## config.mk

```make
export PLATFORM = sky130hd
export DESIGN_NAME = wishbone_interconnect_n
export DESIGN_NICKNAME = d
export VERILOG_FILES = /design/src/rtl/wishbone_interconnect_n.sv
export SDC_FILE = /design/constraint.sdc
export NUM_CORES = 1
export LEC_CHECK = 0
export ABC_AREA = 0
export BUFFER_PORTS_ARGS = -buffer_cell sky130_fd_sc_hd__buf_2
export CORE_AREA = 2 2 203 205
export DETAILED_ROUTE_END_ITERATION = 8
export DIE_AREA = 0 0 205 207
export GPL_TIMING_DRIVEN = 0
export PLACE_DENSITY = 0.43
export SLEW_MARGIN = 15
export SYNTH_ARGS = -nofsm -noshare
export SYNTH_HDL_FRONTEND = slang
export SYNTH_SLANG_ARGS = --single-unit
```

## constraint.sdc

```tcl
create_clock -name clk -period 2.5 [get_ports clk]
set_input_delay 0.5 -clock clk [delete_from_list [all_inputs] [get_ports clk]]
set_output_delay 0.5 -clock clk [all_outputs]
set_load 0.02 [all_outputs]
```

## src/rtl/wishbone_interconnect_n.sv

```systemverilog
// Single-master, N-slave Wishbone classic interconnect. It decodes the slave from the top address byte,
// runs a timeout watchdog, returns err for unmapped addresses, and holds a local interrupt status/mask block.
module wishbone_interconnect_n #(
  parameter int         NUM_SLAVES     = 4,
  parameter int         TIMEOUT_CYCLES = 255,
  parameter logic [7:0] INT_ADDR       = 8'hFF
) (
  input  logic                       clk,
  input  logic                       rst,
  input  logic                       m_we_i,
  input  logic                       m_cyc_i,
  input  logic                       m_stb_i,
  input  logic [3:0]                 m_sel_i,
  input  logic [31:0]                m_adr_i,
  input  logic [31:0]                m_dat_i,
  output logic [31:0]                m_dat_o,
  output logic                       m_ack_o,
  output logic                       m_err_o,
  output logic                       m_int_o,
  output logic [NUM_SLAVES-1:0]      s_we_o,
  output logic [NUM_SLAVES-1:0]      s_cyc_o,
  output logic [NUM_SLAVES-1:0]      s_stb_o,
  output logic [4*NUM_SLAVES-1:0]    s_sel_o,
  output logic [32*NUM_SLAVES-1:0]   s_adr_o,
  output logic [32*NUM_SLAVES-1:0]   s_dat_o,
  input  logic [32*NUM_SLAVES-1:0]   s_dat_i,
  input  logic [NUM_SLAVES-1:0]      s_ack_i,
  input  logic [NUM_SLAVES-1:0]      s_int_i
);

  // Only the low 32 interrupt lines are visible through the 32-bit data bus.
  localparam int          LW           = (NUM_SLAVES < 32) ? NUM_SLAVES : 32;
  localparam logic [8:0]  NUM_SLAVES_W = 9'(NUM_SLAVES);
  localparam logic [15:0] TIMEOUT_LAST = 16'(TIMEOUT_CYCLES - 1);

  typedef enum logic [1:0] {IDLE, ACTIVE, LOCAL, DONE} state_t;

  state_t                state_reg, state_next;
  logic [7:0]            cur_reg, cur_next;
  logic [15:0]           cnt_reg, cnt_next;
  logic [31:0]           dat_reg, dat_next;
  logic                  ack_reg, ack_next;
  logic                  err_reg, err_next;
  logic                  int_reg, int_next;
  logic [NUM_SLAVES-1:0] mask_reg, mask_next;

  logic [NUM_SLAVES-1:0] hit;
  logic [31:0]           s_rdat_gated [NUM_SLAVES];
  logic [31:0]           slave_rdat;
  logic                  slave_ack;
  logic [7:0]            req_sel;
  logic [23:0]           offset;
  logic [31:0]           int_raw_w;
  logic [31:0]           int_mask_w;

  assign req_sel    = m_adr_i[31:24];
  assign offset     = m_adr_i[23:0];
  assign int_raw_w  = 32'(s_int_i[LW-1:0]);
  assign int_mask_w = 32'(mask_reg[LW-1:0]);

  genvar gi;
  generate
    for (gi = 0; gi < NUM_SLAVES; gi++) begin : g_slave
      assign hit[gi]                = (state_reg == ACTIVE) && (cur_reg == 8'(gi));
      assign s_we_o[gi]             = hit[gi] & m_we_i;
      assign s_cyc_o[gi]            = hit[gi] & m_cyc_i;
      assign s_stb_o[gi]            = hit[gi] & m_stb_i;
      assign s_sel_o[4*gi +: 4]     = hit[gi] ? m_sel_i : 4'h0;
      assign s_adr_o[32*gi +: 32]   = hit[gi] ? {8'h00, m_adr_i[23:0]} : 32'h0;
      assign s_dat_o[32*gi +: 32]   = hit[gi] ? m_dat_i : 32'h0;
      assign s_rdat_gated[gi]       = hit[gi] ? s_dat_i[32*gi +: 32] : 32'h0;
    end
  endgenerate

  // The one-hot hit vector turns the read mux into an AND-OR tree, and ack from
  // non-target slaves is masked off.
  assign slave_ack = |(s_ack_i & hit);

  always_comb begin
    slave_rdat = '0;
    for (int k = 0; k < NUM_SLAVES; k++) begin
      slave_rdat = slave_rdat | s_rdat_gated[k];
    end
  end

  always_comb begin
    state_next = state_reg;
    cur_next   = cur_reg;
    cnt_next   = cnt_reg;
    dat_next   = dat_reg;
    ack_next   = 1'b0;
    err_next   = 1'b0;
    mask_next  = mask_reg;
    int_next   = |(s_int_i & mask_reg);
    unique case (state_reg)
      IDLE: begin
        if (m_cyc_i && m_stb_i) begin
          cur_next = req_sel;
          cnt_next = '0;
          if ({1'b0, req_sel} < NUM_SLAVES_W) begin
            state_next = ACTIVE;
          end else if (req_sel == INT_ADDR) begin
            state_next = LOCAL;
          end else begin
            state_next = DONE;
            err_next   = 1'b1;
            dat_next   = '0;
          end
        end
      end
      ACTIVE: begin
        // Abort outranks a same-cycle ack: the master has already walked away.
        if (!m_cyc_i) begin
          state_next = IDLE;
        end else if (slave_ack) begin
          state_next = DONE;
          ack_next   = 1'b1;
          dat_next   = slave_rdat;
        end else if (cnt_reg == TIMEOUT_LAST) begin
          state_next = DONE;
          err_next   = 1'b1;
          dat_next   = '0;
        end else begin
          cnt_next = cnt_reg + 16'd1;
        end
      end
      LOCAL: begin
        state_next = DONE;
        if (offset == 24'd0) begin
          ack_next = 1'b1;
          dat_next = int_raw_w;
        end else if (offset == 24'd1) begin
          ack_next = 1'b1;
          dat_next = int_mask_w;
          if (m_we_i) begin
            mask_next[LW-1:0] = m_dat_i[LW-1:0];
          end
        end else begin
          err_next = 1'b1;
          dat_next = '0;
        end
      end
      DONE: begin
        state_next = IDLE;
      end
      default: begin
        state_next = IDLE;
      end
    endcase
  end

  always_ff @(posedge clk) begin
    if (rst) begin
      state_reg <= IDLE;
      cur_reg   <= '0;
      cnt_reg   <= '0;
      dat_reg   <= '0;
      ack_reg   <= 1'b0;
      err_reg   <= 1'b0;
      int_reg   <= 1'b0;
      mask_reg  <= '1;
    end else begin
      state_reg <= state_next;
      cur_reg   <= cur_next;
      cnt_reg   <= cnt_next;
      dat_reg   <= dat_next;
      ack_reg   <= ack_next;
      err_reg   <= err_next;
      int_reg   <= int_next;
      mask_reg  <= mask_next;
    end
  end

  assign m_dat_o = dat_reg;
  assign m_ack_o = ack_reg;
  assign m_err_o = err_reg;
  assign m_int_o = int_reg;

endmodule

```

== Yosys cells after proc, flatten, opt, wreduce, memory -nomap -nowiden ==
Cells that the tools add are included.

* Output and inout port bits: 319
* Input port bits: 209
* Word-level logic and storage cells: 113
* Register bits: 65

* Equality and inequality tests: 17
* Muxes and demuxes: 51
* Magnitude comparators: 1
* Add/sub/neg operators: 1
* Reduce and logical (&&, ||, !) cells: 17
* Bitwise operators: 18

{| class="wikitable"
|+ Operators with widths
! kind !! count
|-
| $mux W32 || 14
|-
| $mux W24 || 4
|-
| $or A32 B32 Y32 || 3
|-
| $pmux W32 S3 || 1
|-
| $mux W16 || 4
|-
| $pmux W16 S2 || 1
|-
| $eq A24 B1 Y1 const B || 1
|-
| $logic_not A24 Y1 || 1
|-
| $mux W4 || 6
|-
| $add A16 B1 Y16 const B || 1
|-
| $eq A16 B8 Y1 const B || 1
|-
| $eq A8 B2 Y1 const B || 2
|-
| $mux W1 || 13
|-
| $and A1 B1 Y1 || 12
|-
| $ne A2 B2 Y1 const B || 6
|-
| $mux W2 || 5
|-
| $and A4 B4 Y4 || 2
|-
| $eq A8 B1 Y1 const B || 1
|-
| $eq A8 B8 Y1 const B || 1
|-
| $logic_not A8 Y1 || 1
|-
| $lt A8 B3 Y1 const B || 1
|-
| $pmux W2 S4 || 1
|-
| $reduce_or A4 Y1 || 2
|-
| $reduce_and A6 Y1 || 1
|-
| other kinds (14) || 20
|}

== Logic depth before layout (Yosys ltp) ==
* Depth after elaboration: 9
* Depth in mapped cells: 10
* Depth with buffers taken out: 7

== Worst setup path after synthesis ==
Ideal clock, no wire load.

* Path type: register -> output
* Start point: register state_reg[1]
* End point: output port s_adr_o[32]
* Buffers on the path: 1
* Slack: -162 ps
* Arrival time: 2162 ps
* Stages on the path, launching flop included: 8
* Required time: 2000 ps
* Cell sequence: dfxtp_1 -> inv_1 -> ha_1 -> nor4b_1 -> nand2_1 -> nor3b_1 -> clkbuf_1 -> and2_1

* Word-level cells in the longest chain between the ends: 3

{| class="wikitable"
|+ Ends and longest elaborated chain
! item !! line !! source
|-
| start: declaration || 38 || <nowiki>state_t state_reg, state_next;</nowiki>
|-
| start signal: assignment || 163 || <nowiki>state_reg <= state_next;</nowiki>
|-
| $eq A2 B1 Y1 || 64 || <nowiki>assign hit[gi] = (state_reg == ACTIVE) && (cur_reg == 8'(gi));</nowiki>
|-
| $logic_and A1 B1 Y1 || 64 ||
|-
| $mux W24 || 69 || <nowiki>assign s_adr_o[32*gi +: 32] = hit[gi] ? {8'h00, m_adr_i[23:0]} : 32'h0;</nowiki>
|-
| end: declaration || 24 || <nowiki>output logic [32*NUM_SLAVES-1:0] s_adr_o,</nowiki>
|}

No other way between the ends.

== Final worst setup path ==
* Start point: register state_reg[1]
* End point: output port s_adr_o[15]

Same word-level chain as after synthesis.

==> metrics <==
commonest cells after routing, fill and taps aside=250 x buf_2, 235 x buf_6, 212 x and2_4, 72 x buf_4, 61 x dfxtp_1; CP required=2.00 ns; Final Cycle Share=115%; max FFs per register=32; Unique masters post-synth=49; routed len/inst=20.7 microns; via count=7626; CTS tree=done; Max Freq=0.347 GHz; critical path type=register to output port; Remaining DRCs=0; antenna violations before repair=5; Final Hold Viols=0; worst reg2reg startpoint=cur_reg[0]; Cell Area, Placed=9090 sq um; final setup TNS=-71.96 ns; FFs w/ async S/R, synth=0%; Ports=528; Post-synth EDFFs=0; pin count of the biggest net entering global routing=12; Setup WS pre-CTS=-1.45 ns; clock root buffer=clkbuf_16; die area=42400 sq um; average vias per placed instance=4.20; CTS Buf Count=9; Leakage=5.86 nW; slowest CP cell=nor4b_4; RSZ-0062 raised after global routing=yes; Yosys warnings=0; failing checks=setup timing; Synth top area share=27.2%; DRT antenna net count=0; HPWL Detailed=28500 microns; Least-Margin Pin Slew=0.833 ns; Initial Util=14.4%; synth top area cells=and2_1 27%, dfxtp_1 22%, mux4_2 13%; Clock Latency Late Sink=0.33 ns; Die W=205 microns; Starting DRT DRC Count=343; Rel. slew slack=44.5%; CP Max Fanout=6; Max clock buf depth=2; Cell Rows=74; share of layout cells above drive strength 1=70.9%; clk slew on worst S/H paths=0.06 ns; startpoint types=register; Syn Area/Cell=8.30 sq um; Final Max Slew Viols=0; Nets=1495; aggregate global routing overflow=0; Hold Slack=0.429 ns; vias in the first global route=7491; clock net sink count=65; first-pass GRT wire length=50800 microns; crit path from=state_reg[1]; Hold Startpoint=m_adr_i[24]; critical path cell sequence=inv_4, ha_4, nor4b_4, nand2_2, nor3_4, buf_6, buf_12, buf_8, buf_8, and2_4, buf_6; Clock Skew=0.00488 ns; maximum VDD drop=0.000395 V; number of buffers added on ports=493; design area=12600 sq um; Synth area leader=and2_1; GRT Total Usage=16.3%; setup ws final=-0.379 ns; synthesized area=5820 sq um; Die Ht=207 microns; Crit path arrival time=2.38 ns; GP Congestion=0.865; Yosys reg bits=65; Tmin final=2.88 ns; Routed WL=37700 microns; register area share after synthesis=22.4%; maxcap violations=0; CP Capture Type=output port; commonest non-fill, non-tap cell in the layout=buf_2; DR pass1 iterations=4; hold-fix buffers at CTS=0; Synth Instances=701; Synth Flop Type=dfxtp_1; core area=40400 sq um; Hold WC Path Type=primary input to register; Final Setup Violations=250; Area growth syn-to-layout=116%; Worst path max stage delay=0.34 ns; status=finished with violations; # H-tree levels=3; Power Dens Cells=449 nW/um^2
timing repair:
action / 4_1_cts / 5_1_grt
setup endpoints to repair: 287 / 285
gates cloned: 12 / 8
pin swaps: 58 / 18
setup buffers: 17 / 10
resized for setup: 601 / 252
synthesized netlist by cell type (2+ instances only):
library cell  number
and2_1           253
dfxtp_1           65
clkbuf_1          39
nand2_1           38
buf_4             36
mux4_2            33
nand4_1           23
a32o_1            19
o21ai_0           19
nand2b_1          15
nor2_1            15
a21oi_1           14
nand3_1           11
o21ai_1           11
o21ai_2           11
buf_2              8
nor4_1             8
and3_1             7
ha_1               7
inv_1              6
nor2b_1            6
a211o_1            5
a31oi_1            5
nor3_1             5
o31ai_1            5
mux2i_1            4
buf_6              3
or3_1              3
a21boi_0           2
a22oi_1            2
buf_1              2
nand4b_1           2
nor4b_1            2
or4b_1             2
kinds of logic after synthesis:
logic type / Yosys count / synth area share (%)
AO/OA/AOI/OAI: 99 / 12.6
AND/OR/NAND/NOR: 396 / 40.7
adder cells (fa/ha/maj): 7 / 1.50
flip-flops: 65 / 22.4
buffers and inverters: 95 / 9.20
other: 1 / 0.0644
multiplexers: 38 / 13.7
path summary, 6_finish.rpt:
check / slack, ns / endpoint / depth (start not counted)
max: -0.38 / s_adr_o[15] / 11
min: 0.43 / cur_reg[0] / 3
max reg2reg: 0.16 / m_dat_o[2] / 7
min reg2reg: 0.46 / m_dat_o[1] / 1
where the power goes:
group          switching [W]  internal, W  leakage (nW)
sequential         0.0000412      0.00109         0.527
clock               0.000472     0.000755         0.127
combinational        0.00169      0.00159          5.20
total                0.00221      0.00343          5.86
layout make-up:
cell class	instances	area (sq um)
Buffer	85	875
Fill cell	4233	27800
Clock inverter	3	45.0
Multi-Input combinational cell	573	4760
Sequential cell	65	1310
Timing Repair Buffer	539	4640
Tap cell	532	666
Clock buffer	10	229
Inverter	6	25.0
Antenna cell	4	10.0
worst max-delay path, delay by kind of cell (launching register included):
family | cells | cell delay, ns
AND/OR/NAND/NOR | 4 | 0.86
flip-flops | 1 | 0.33
buffers and inverters | 6 | 0.69
adder cells (fa/ha/maj) | 1 | 0.15
per-layer routing:
metal | track usage [%] | wire length (microns) | vias up
met5 | 0 | 7 | -
met1 | 19.6 | 15000 | 3727
met3 | 2.58 | 2120 | 36
met2 | 29.7 | 19500 | 320
li1 | - | - | 3541
met4 | 4.39 | 985 | 2
stage by stage:
step | instances | util, % | total power (W)
after floorplan | 732 | - | 0.00249
after global placement | 1757 | 22.5 | 0.00335
after detailed placement | 1757 | 22.5 | 0.00335
after CTS | 1797 | 28.6 | 0.00505
after global routing | 1815 | 31.1 | 0.00590
final | 1817 | 31.1 | 0.00564
Note: power is estimated with default switching activity, not from simulation.
